--- src/rtl/gate_array_pipe.sv ---
// ============================================================================
// Module   : gate_array_pipe
// Purpose  : Pipelined WIDTH-bit two-operand logic unit with a per-transaction
//            op select and a built-in truth-table sweep engine that runs all
//            32 op/operand combinations through the pipeline and checks each
//            result against an independent golden path.
// Ports    : clk, rst_n        - clock, asynchronous active-low reset
//            in_valid,a,b,op   - external transaction (ignored while busy)
//            out_valid,out     - registered result, STAGES cycles later
//            sweep_start       - pulse to start a self-test sweep
//            sweep_busy        - sweep in RUN/DRAIN/DONE
//            sweep_done        - one-cycle pulse at sweep end
//            sweep_err         - sticky sweep mismatch flag
//            fault_inj         - only with GATE_ARRAY_PIPE_FAULT_INJ_EN:
//                                inverts stage-1 result bit 0
// Options  : `define GATE_ARRAY_PIPE_FAULT_INJ_EN adds the fault_inj port.
// Revision : 1.0 - initial release
// ============================================================================
`timescale 1ns/1ps
`default_nettype none

module gate_array_pipe #(
  parameter int WIDTH  = 8,
  parameter int STAGES = 2
) (
  input  logic             clk,
  input  logic             rst_n,
  input  logic             in_valid,
  input  logic [WIDTH-1:0] a,
  input  logic [WIDTH-1:0] b,
  input  logic [2:0]       op,
  output logic             out_valid,
  output logic [WIDTH-1:0] out,
  input  logic             sweep_start,
  output logic             sweep_busy,
  output logic             sweep_done,
  output logic             sweep_err
`ifdef GATE_ARRAY_PIPE_FAULT_INJ_EN
  ,
  input  logic             fault_inj
`endif
);

  localparam int         c_LAST       = STAGES - 1;
  localparam logic [4:0] c_DRAIN_LAST = 5'(STAGES - 1);

  typedef enum logic [1:0] {
    S_IDLE  = 2'd0,
    S_RUN   = 2'd1,
    S_DRAIN = 2'd2,
    S_DONE  = 2'd3
  } state_t;

  state_t     state_q, state_d;
  logic [4:0] vec_q, vec_d;
  logic       err_q, err_d;

  logic             w_run;
  logic             w_busy;
  logic             w_start;
  logic             w_in_valid;
  logic [2:0]       w_op;
  logic [WIDTH-1:0] w_a;
  logic [WIDTH-1:0] w_b;
  logic [WIDTH-1:0] w_res;
  logic [WIDTH-1:0] w_stage1;
  logic [3:0]       w_tt;
  logic             w_gold;
  logic             w_mismatch;

  logic [WIDTH-1:0] data_q [STAGES];
  logic [STAGES-1:0] valid_q;
  logic [STAGES-1:0] tag_q;   // entry originates from the sweep engine
  logic [STAGES-1:0] gold_q;  // sweep operands are all-0/all-1, so golden is one replicated bit

  assign w_run   = (state_q == S_RUN);
  assign w_busy  = (state_q != S_IDLE);
  assign w_start = (state_q == S_IDLE) && sweep_start;

  // While busy the external port is locked out; only RUN injects vectors.
  assign w_in_valid = w_busy ? w_run : in_valid;
  assign w_op       = w_run ? vec_q[4:2]           : op;
  assign w_a        = w_run ? {WIDTH{vec_q[1]}}    : a;
  assign w_b        = w_run ? {WIDTH{vec_q[0]}}    : b;

  always_comb begin
    w_res = '0;
    case (w_op)
      3'd0:    w_res = ~(w_a & w_b);
      3'd1:    w_res = w_a & w_b;
      3'd2:    w_res = w_a | w_b;
      3'd3:    w_res = ~(w_a | w_b);
      3'd4:    w_res = w_a ^ w_b;
      3'd5:    w_res = ~(w_a ^ w_b);
      3'd6:    w_res = ~w_a;
      default: w_res = w_a;
    endcase
    w_stage1 = w_res;
`ifdef GATE_ARRAY_PIPE_FAULT_INJ_EN
    w_stage1[0] = w_res[0] ^ fault_inj;
`endif
  end

  // Golden path: a 4-entry truth table per op indexed by {a,b}, kept
  // deliberately different in form from the datapath operators above.
  always_comb begin
    w_tt = 4'h0;
    case (vec_q[4:2])
      3'd0:    w_tt = 4'h7;
      3'd1:    w_tt = 4'h8;
      3'd2:    w_tt = 4'hE;
      3'd3:    w_tt = 4'h1;
      3'd4:    w_tt = 4'h6;
      3'd5:    w_tt = 4'h9;
      3'd6:    w_tt = 4'h3;
      default: w_tt = 4'hC;
    endcase
    w_gold = w_tt[vec_q[1:0]];
  end

  // Data/golden registers only load on valid entries so bubbles leave the
  // previous contents in place.
  always_ff @(posedge clk or negedge rst_n) begin
    if (!rst_n) begin
      for (int k = 0; k < STAGES; k++) begin
        data_q[k]  <= '0;
        valid_q[k] <= 1'b0;
        tag_q[k]   <= 1'b0;
        gold_q[k]  <= 1'b0;
      end
    end else begin
      valid_q[0] <= w_in_valid;
      tag_q[0]   <= w_run;
      if (w_in_valid) begin
        data_q[0] <= w_stage1;
        gold_q[0] <= w_gold;
      end
      for (int k = 1; k < STAGES; k++) begin
        valid_q[k] <= valid_q[k-1];
        tag_q[k]   <= tag_q[k-1];
        if (valid_q[k-1]) begin
          data_q[k] <= data_q[k-1];
          gold_q[k] <= gold_q[k-1];
        end
      end
    end
  end

  assign w_mismatch = valid_q[c_LAST] && tag_q[c_LAST] &&
                      (data_q[c_LAST] != {WIDTH{gold_q[c_LAST]}});

  always_comb begin
    state_d = state_q;
    vec_d   = vec_q;
    err_d   = err_q;
    case (state_q)
      S_IDLE: begin
        if (sweep_start) begin
          state_d = S_RUN;
          vec_d   = 5'd0;
        end
      end
      S_RUN: begin
        // vec wraps 31 -> 0 and is reused as the drain counter.
        vec_d = vec_q + 5'd1;
        if (vec_q == 5'd31) state_d = S_DRAIN;
      end
      S_DRAIN: begin
        vec_d = vec_q + 5'd1;
        if (vec_q == c_DRAIN_LAST) state_d = S_DONE;
      end
      default: state_d = S_IDLE;
    endcase
    if (w_start)         err_d = 1'b0;
    else if (w_mismatch) err_d = 1'b1;
  end

  always_ff @(posedge clk or negedge rst_n) begin
    if (!rst_n) begin
      state_q <= S_IDLE;
      vec_q   <= 5'd0;
      err_q   <= 1'b0;
    end else begin
      state_q <= state_d;
      vec_q   <= vec_d;
      err_q   <= err_d;
    end
  end

  assign out        = data_q[c_LAST];
  assign out_valid  = valid_q[c_LAST];
  assign sweep_busy = w_busy;
  assign sweep_done = (state_q == S_DONE);
  assign sweep_err  = err_q;

endmodule

`default_nettype wire
--- config.mk ---
export PLATFORM = sky130hd
export DESIGN_NAME = gate_array_pipe
export DESIGN_NICKNAME = d
export VERILOG_FILES = /design/src/rtl/gate_array_pipe.sv
export SDC_FILE = /design/constraint.sdc
export NUM_CORES = 1
export LEC_CHECK = 0
export CAP_MARGIN = 20
export CORE_MARGIN = 8
export CORE_UTILIZATION = 40
export DETAILED_ROUTE_END_ITERATION = 7
export PLACE_DENSITY = 0.68
export SKIP_CTS_REPAIR_TIMING = 1
export SLEW_MARGIN = 10
export SYNTH_ARGS = -nofsm -noshare
export SYNTH_HDL_FRONTEND = slang
export SYNTH_SLANG_ARGS = --single-unit
--- constraint.sdc ---
create_clock -name clk -period 2.7 [get_ports clk]
set_clock_uncertainty 0.05 [all_clocks]
set_input_delay 0.54 -clock clk [delete_from_list [all_inputs] [get_ports clk]]
set_output_delay 0.54 -clock clk [all_outputs]
set_load 0.01 [all_outputs]
; After elaboration in Yosys (flattened, before gate mapping)
; Cells that the tools add are included.
[totals]
register_bits = 30
input_bits = 23
out_inout_bits = 12
elab_cells = 67
[op_classes]
add_sub_neg = 1
n_lt_le_gt_ge = 1
n_eq_ne = 21
n_mux = 16
bitwise_logic = 7
reduce_logical = 12
[op_table]
columns = cell, n
row1 = 8-bit case mux with 7 select lines, 1
row2 = 8-bit NOT, 4
row3 = 4-bit case mux with 7 select lines, 1
row4 = "3-bit equality test, second input constant", 6
row5 = 8-bit 2-to-1 mux, 2
row6 = "3-bit by 2-bit equality test with 1-bit output, second input constant", 4
row7 = 5-bit case mux with 2 select lines, 1
row8 = 8-bit bitwise AND, 1
row9 = 8-bit != test, 1
row10 = 8-bit bitwise OR, 1
row11 = 8-bit bitwise XOR, 1
row12 = "3-bit by 1-bit equality test with 1-bit output, second input constant", 2
row13 = 3-bit logical NOT, 2
row14 = 2-bit 2-to-1 mux, 3
row15 = 2-bit case mux with 3 select lines, 1
row16 = 2-bit nonzero test, 3
row17 = "5-bit by 1-bit adder with 5-bit output, second input constant", 1
row18 = "5-bit by 1-bit equality test with 1-bit output, second input constant", 1
row19 = "5-bit equality test, second input constant", 1
row20 = 5-bit 2-to-1 mux, 1
row21 = "2-bit equality test, second input constant", 2
row22 = 1-bit 2-to-1 mux, 4
row23 = "2-bit != test, second input constant", 2
row24 = 1-bit logical AND, 3
row25 = 9 further kinds, 9

; Logic depth before layout (Yosys ltp)
; Gate-level depths: netlist of the first run.
[logic_depth]
ltp_word = 5
depth_mapped = 13
mapped_depth_nobuf = 10

; Least setup slack after synthesis of the first run
; No wires, ideal clock.
[synth_timing]
path_kind = reg-to-reg
from = reg state_q[1]
to = reg data_q[10] (netlist name)
setup_ns = 0.132
arrival_time_ns = 2.317
t_required_ns = 2.518
setup_slack_ns = 0.200
path_stages_with_launch = 14
n_path_buf = 3
period_less_slack_ns = 2.500
cell_sequence = dfrtp_1 > inv_1 > ha_1 > buf_6 > buf_2 > and2_1 > clkbuf_1 > a21o_1 > inv_1 > ha_1 > and2_1 > o21ai_0 > a2111oi_1 > o21ai_1
[synth_via]
elab_chain_cells = 5
elab_cells_between_ends = 21
classes_between = 7 x eq/ne / 5 x mux / 7 x bitwise / 2 x reduce/logical
[synth_lines]
columns = element, line_no
row1 = "start, declared", 54  ; state_t state_q, state_d;
row2 = "start signal, assigned", 184  ; state_q <= state_d;
row3 = 2-bit by 1-bit equality test with 1-bit output *, 76  ; assign w_run = (state_q == S_RUN);
row4 = net w_run, 58  ; logic w_run;
row5 = 8-bit 2-to-1 mux (on tied branches), "83, 84"
row6 = 8-bit bitwise XOR (tied with other cells), "93, 94"
row7 = 8-bit NOT (on tied branches), "94, 89, 92"
row8 = 8-bit case mux with 7 select lines, 88  ; case (w_op)
row9 = "end signal, assigned by index", 142  ; data_q[k] <= data_q[k-1];
row10 = "end, declared", 71  ; logic [WIDTH-1:0] data_q [STAGES];
; The timed path passes the listed nets; every way through them passes the cells marked *.
; A chain may end at the register's enable or synchronous reset.

; Worst setup path after layout of the first run
[layout_timing]
from = reg state_q[1]
to = reg data_q[12] (netlist name)
; Same word-level chain as after synthesis.

==> results.md, run 1 <==
* Hold_sp: tag_q[0]$_DFF_PN0_
* Routability congestion estimate at 0.834
* # H-tree levels at 2
* Setup crit end kind: flip-flop
* Worst-skew pair later-pin latency at 280 ps
* Worst Hold Path EP: tag_q[1]$_DFF_PN0_
* Crit path top cell by count: buf_4
* Hold depth at 0
* Fin. Hold Viols at 0
* Sequential Power Share at between 20% and 30%
* Int Pwr at 0.00187 W
* Share of post-route cells with drive strength above 1 at ~17%
* Synth unique cells at 41
* Number of global-route vias before repair at a little over 2k
* Worst Path Required at 2810 ps
* Synth warnings at 0
* RSZ-0062 raised after global routing: false
* Flops & latches, synth at 30
* Cells after Synth at roughly 270
* Initial DRT Pass Iterations at 4
* Average via count per standard cell at around 5.3
* Die H at slightly above 90 um
* Outcome: complete, no violations
* Inserted Clock Buffers at 5
* Diode count at 0
* Maximum ir drop on the vdd rail at 462 uV
* CTS sink cnt at 30
* Crit-path max FO at 11
* Port bufs at 34
* Post-synth EDFFs at 0
* Sw frac at 41.2%
* CP peak stage delay at 420 ps
* Clk slew on worst S/H paths at 70 ps
* Register Area at 751 um2
* Hpwl dp at 4.48 mm
* Remaining DRCs at 0
* Overall Power at 0.00317 W
* Wire per inst at 15.0 um
* All-layer global routing usage at about 14%
* Clk root buf: clkbuf_8
* Fmax at 0.389 GHz
* Crit start category: flip-flop
* CTS Buffer Depth at 2
* Worst min path class: flip-flop to flip-flop
* Worst r2r src: state_q[1]$_DFFE_PN0P_
* Area taken by multi-input logic gates at 1390 um2
* Num rows at 28
* WS Path Type: flip-flop to flip-flop
* Switch Pwr at ~0.0013 W
* Die X at ~93 um
* TritonCTS clock tree: yes
* Async SR Flop Fraction at between 90% and 100%
* Combinational Power Share at 59.9%
* Leakage power at 1.40 nW
* Setup violators final at 0
* Syn nets at ~310
* Largest net degree at the start of global routing at 31
* Final ANT Viol Nets at 0
* Slowest cell on crit path: mux2_2
* Min cycle time layout at 2570 ps
* Mapped cell area at 2380 um2
* WP data arrival at 2680 ps
* Critical Path, Cell by Cell: inv_1 > ha_1 > buf_4 > mux2_2 > nand2_1 > buf_4 > o21ai_0 > a2111oi_1 > o21ai_1
* Final setup TNS at 0 ps
* Pwr Density at 1070 nW/um2
* Mean post-synth cell area at 8.88 um2
* Slew HR at 49.6%
* Max-Cap Viols at 0
* Synth Flop Type: dfrtp_1
* Core Region at 5850 um2
* Final Slew Violations at 0
* Die area at just under 9000 um2
* Top Ports at 35
* Register-to-register setup slack at 130 ps
* Initial antenna violation count at 0
* Via count at 2052
* Remaining global-route overflow at 0
* Global-route wire length before repair at roughly 9.7 mm
* Reg2reg path depth at 9
* Number of fill cells in the layout at between 500 and 600
* Detailed router's first-iteration violation count at 114
* Critical R2R Capture: data_q[12]$_DFFE_PN0P_
* Nets at ~360
* Fin crit share at 95.2%
* Starting Density at 40.7%
* Seq/Total Area, Yosys at 31.5%
* Worst slew pin tran at 755 ps
* Clock power frac at 14.0%
* Final wirelength at 5.80 mm
* Layout Area Growth over Synthesis at 25.0%
## critical path: cells and delay by family (launching register included)
family / cells / cell delay, ps
and+or+nand+nor: 1 / 160
AOI/OAI and AO/OA: 3 / 630
muxes: 1 / 420
buffers and inverters: 3 / 480
DFF: 1 / 410
adders and majority gates: 1 / 300
## registers in the layout (all words and copies together) (netlist names)
signal,count
out,8
state_q,2
gold_q,2
data_q,8
sweep_err,1
tag_q,2
vec_q,5
valid_q,2
## power groups by stage
stage / logic, W / registers [W] / clock network [W]
finish: 0.00190 / 0.000829 / 0.000444
global route: 0.00211 / 0.000864 / 0.000473
CTS: 0.00190 / 0.000830 / 0.000449
detailed placement: 0.00189 / 0.000839 / 0
global placement: 0.00185 / 0.000830 / 0
floorplan: 0.00135 / 0.000775 / 0
## per-layer routing
| metal | part of all wire, % | track usage (%) | up-vias |
|---|---|---|---|
| li1 | - | - | 1019 |
| met2 | 48 | 23.8 | 44 |
| met1 | 45 | 16.6 | 984 |
| met4 | 1.0 | 4.56 | 0 |
| met5 | 0 | 0 | - |
| met3 | 5.5 | 2.72 | 5 |
## area by class of cell
type / count / area share [%]
Sequential cell: 30 / 25.2
Clock inverter: 3 / 1.35
Tap cell: 75 / 3.15
Multi-Input combinational cell: 187 / 46.6
Timing Repair Buffer: 56 / 17.4
Inverter: 31 / 3.91
Clock buffer: 5 / 2.31
## worst max-delay path by stage
stage	from	endpoint	slack, ps	cells after the start
3_3_place_gp	state_q[1]$_DFFE_PN0P_	data_q[15]$_DFFE_PN0P_	130	11
5_1_grt	state_q[1]$_DFFE_PN0P_	data_q[15]$_DFFE_PN0P_	8	11
3_5_place_dp	state_q[1]$_DFFE_PN0P_	data_q[9]$_DFFE_PN0P_	100	11
6_report	state_q[1]$_DFFE_PN0P_	data_q[12]$_DFFE_PN0P_	130	9
2_1_floorplan	state_q[1]$_DFFE_PN0P_	data_q[10]$_DFFE_PN0P_	200	13
4_1_cts	state_q[1]$_DFFE_PN0P_	data_q[9]$_DFFE_PN0P_	70	11
## Yosys cell counts, drive strengths merged (7+ instances only)
master	number	area share (%)
nor2	14	2.2
inv	30	4.7
ha	23	12
and2	9	2.5
nand3	13	2.7
mux2i	10	4.7
mux2	14	6.8
nand2	18	2.8
a21o	8	2.5
a32o	7	2.9
dfrtp	30	32
a2111oi	7	3.2
buf	15	4.8
o21ai	35	7.4
## metrics by stage
stage	hold WS, ps	utilization [%]	instances	instance area (um2)	setup WS, ps
floorplan	194	-	268	2380	200
global placement	284	48.9	379	2860	130
detailed placement	293	48.9	379	2860	103
CTS	308	50.7	387	2970	74.8
global route	318	50.9	387	2980	7.66
finish	305	50.9	387	2980	130
## placed cells by master (no fill, tap or decap), types with 2 or more instances in the layout
cell type and count:
mux2_2 13, nand2_1 17, clkdlybuf4s50_1 34, clkbuf_8 5
and2_1 7, nor3_1 4, ha_1 23, a21oi_1 5
o31ai_1 2, mux2i_1 9, nand3_1 13, inv_1 30
a21o_1 8, buf_4 21, clkinv_2 2, nor2_1 13
o21ai_1 7, a31oi_1 2, dfrtp_1 30, a2111oi_1 6
a32o_1 7, xnor2_1 3, o21ai_0 28
## cells by family (layout without fill, tap and decap cells)
kind of cell	after synthesis	after routing	synth area share (%)
AND/OR/NAND/NOR	66	66	13.5
multiplexers	24	24	11.5
buffers and inverters	51	95	10.5
AO/OA/AOI/OAI	71	71	19.8
XOR/XNOR	3	3	1.10
flip-flops	30	30	31.5
adder cells (fa/ha/maj)	23	23	12.1
(Power assumes the default switching activity.)
==> run 2: changes to the inputs <==
--- a/config.mk
+++ b/config.mk
@@ -7,9 +7,9 @@
 export LEC_CHECK = 0
 export CAP_MARGIN = 20
 export CORE_MARGIN = 8
-export CORE_UTILIZATION = 40
+export CORE_UTILIZATION = 35
 export DETAILED_ROUTE_END_ITERATION = 7
-export PLACE_DENSITY = 0.68
+export PLACE_DENSITY = 0.62
 export SKIP_CTS_REPAIR_TIMING = 1
 export SLEW_MARGIN = 10
 export SYNTH_ARGS = -nofsm -noshare
==> results.md, run 2 (synthesis gave the netlist of run 1 again) <==
* Outcome: complete, no violations
* Clk slew on worst S/H paths at 70 ps (about the same)
* Fin crit share at 92.1% (-3.1 points)
* Clk root buf: clkbuf_8
* Max-Cap Viols at 0 (unchanged)
* Top Ports at 35 (unchanged)
* Fin. Hold Viols at 0 (unchanged)
* Min cycle time layout at 2490 ps (-83.8 ps)
* CTS sink cnt at 30 (unchanged)
* Remaining DRCs at 0 (unchanged)
* Routability congestion estimate at 0.833 (about the same)
* Sequential Power Share at 25.6% (-0.5 points)
* Wire per inst at 14.1 um (-6.1%)
* Switch Pwr at 0.00130 W (-0.40%)
* Worst slew pin tran at 617 ps (-138 ps)
* Via count at 2044 (-0.39%)
* Layout Area Growth over Synthesis at 28.3%
* Detailed router's first-iteration violation count at 128 (+12%)
* Average via count per standard cell at 5.10 (-3.9%)
* Number of fill cells in the layout at 656 (+21%)
* Initial DRT Pass Iterations at 6 (+2)
* Global-route wire length before repair at 9.69 mm (-0.22%)
* Slew HR at 58.8% (+9.2 points)
* Nets at 366 (+2.5%)
* WP data arrival at 2590 ps (-90 ps)
* Sw frac at 40.5% (-0.69 points)
* Setup violators final at 0 (unchanged)
* Leakage power at 1.44 nW (+3.0%)
* Final setup TNS at 0 ps (unchanged)
* Pwr Density at 1050 nW/um2 (-1.3%)
* Number of global-route vias before repair at 2021 (-1.8%)
* Overall Power at 0.00322 W (+1.3%)
* TritonCTS clock tree: yes
* Final ANT Viol Nets at 0 (unchanged)
* Worst Path Required at 2800 ps (about the same)
* WS Path Type: flip-flop to flip-flop
* Share of post-route cells with drive strength above 1 at 19.0% (+2.3 points)
* RSZ-0062 raised after global routing: false
* CTS Buffer Depth at 2 (unchanged)
* Fmax at 0.402 GHz (+3.4%)
* Die area at 9700 um2 (+12%)
* # H-tree levels at 2 (unchanged)
* Final cell count without fillers at 401 (+3.6%)
* Core Region at 6680 um2 (+14%)
* All-layer global routing usage at 12.2% (-1.6 points)
* Crit start category: flip-flop
* Final hold slack at 300 ps (-5.28 ps)
* Dpl cells at 393 (+3.7%)
* Int Pwr at 0.00191 W (+2.5%)
* Combinational Power Share at 60.6% (+0.7 points)
* Die H at 98.5 um (+5.7%)
* Largest net degree at the start of global routing at 31 (unchanged)
* Final Slew Violations at 0 (unchanged)
* Num rows at 30 (+7.1%)
* Area taken by multi-input logic gates at 1390 um2 (+0.45%)
* Worst min path class: flip-flop to flip-flop
* Maximum ir drop on the vdd rail at 316 uV (-31%)
* Inserted Clock Buffers at 5 (unchanged)
* Remaining global-route overflow at 0 (unchanged)
* Hpwl dp at 4.45 mm (-0.54%)
* Register Area at 751 um2 (unchanged)
* Final wirelength at 5.65 mm (-2.7%)
* Worst-skew pair later-pin latency at 280 ps (about the same)
* Clock power frac at 13.7% (-0.3 points)
* Register-to-register setup slack at 210 ps (+80 ps)
* Initial antenna violation count at 0 (unchanged)
* Port bufs at 34 (unchanged)
* Leading cell type in the layout, fill and taps excluded: clkdlybuf4s50_1
* Setup crit end kind: flip-flop
* Most frequent cells in the layout: clkdlybuf4s50_1, inv_1, dfrtp_1, buf_4, o21ai_0
* Die X at 98.5 um (+5.7%)
* Starting Density at 35.6% (-5.1 points)
* Diode count at 0 (unchanged)
* Crit-path max FO at 8 (-3)
* Final core utilization at 45.7% (-5.1 points)
run 2: cell count changes in the layout (fill, tap and decap cells not counted):
cell,delta
ha_2,+1
nand2_1,+1
nor2_2,-1
a2111oi_2,+2
nand2_2,-1
nor2_1,+1
ha_1,-1
buf_4,+9
a2111oi_1,-2
and2_1,+1
and2_2,-1
run 2: final timing paths:
path                       cells past startpoint                endpoint                    from
hold reg to reg                                0      tag_q[1]$_DFF_PN0_      tag_q[0]$_DFF_PN0_
setup / recovery                              11   data_q[9]$_DFFE_PN0P_  state_q[1]$_DFFE_PN0P_
setup reg to reg                              11   data_q[9]$_DFFE_PN0P_  state_q[1]$_DFFE_PN0P_
min in group asynchronous                      2  state_q[1]$_DFFE_PN0P_                   rst_n
max in group asynchronous                      2      out[1]$_DFFE_PN0P_                   rst_n
hold / removal                                 0      tag_q[1]$_DFF_PN0_      tag_q[0]$_DFF_PN0_
run 2: layout make-up:
class	instances	area share (%)
tap	80	3.28
clock inverter	3	1.31
sequential	30	24.6
multi-input combinational	187	45.6
clock buffer	5	2.25
inverter	31	3.81
timing repair buffer	65	19.2
run 2: power by group through the flow:
stage / clock network (W) / registers (W) / logic, W
detailed placement: 0 / 0.000832 / 0.00194
global placement: 0 / 0.000827 / 0.00191
CTS: 0.000455 / 0.000826 / 0.00195
global route: 0.000470 / 0.000857 / 0.00220
finish: 0.000441 / 0.000824 / 0.00195
floorplan: 0 / 0.000775 / 0.00135
run 2: critical path, cell delays in order, from the launching register on:
cell       delay (ps)
dfrtp_1           380
inv_1              80
ha_2              270
and2_1            240
buf_4             150
a21o_1            120
inv_1              50
ha_1              280
and2_1            120
o21ai_0            80
a2111oi_1         410
o21ai_1           120
run 2: metrics by stage:
stage / instance area [um2] / setup slack, ps
3_5_place_dp: 2930 / 52.8
5_1_grt: 3060 / 17.1
6_report: 3060 / 213
2_1_floorplan: 2380 / 200
3_3_place_gp: 2930 / 11.2
4_1_cts: 3040 / 31.7
run 2: layer usage:
layer	global-route usage, %	wire [um]	up-vias
met5	0	0	-
met3	2.68	259	5
met1	15.5	2680	950
li1	-	-	1041
met2	19.5	2620	48
met4	4.72	83	0
==> run 3: changes to the inputs <==
--- a/config.mk
+++ b/config.mk
@@ -9,8 +9,8 @@
 export CORE_MARGIN = 8
 export CORE_UTILIZATION = 35
 export DETAILED_ROUTE_END_ITERATION = 7
+export HOLD_SLACK_MARGIN = 0.05
 export PLACE_DENSITY = 0.62
-export SKIP_CTS_REPAIR_TIMING = 1
 export SLEW_MARGIN = 10
 export SYNTH_ARGS = -nofsm -noshare
 export SYNTH_HDL_FRONTEND = slang
==> results of run 3 <==
Final layout, timing and power as in run 2 (identical DEF).
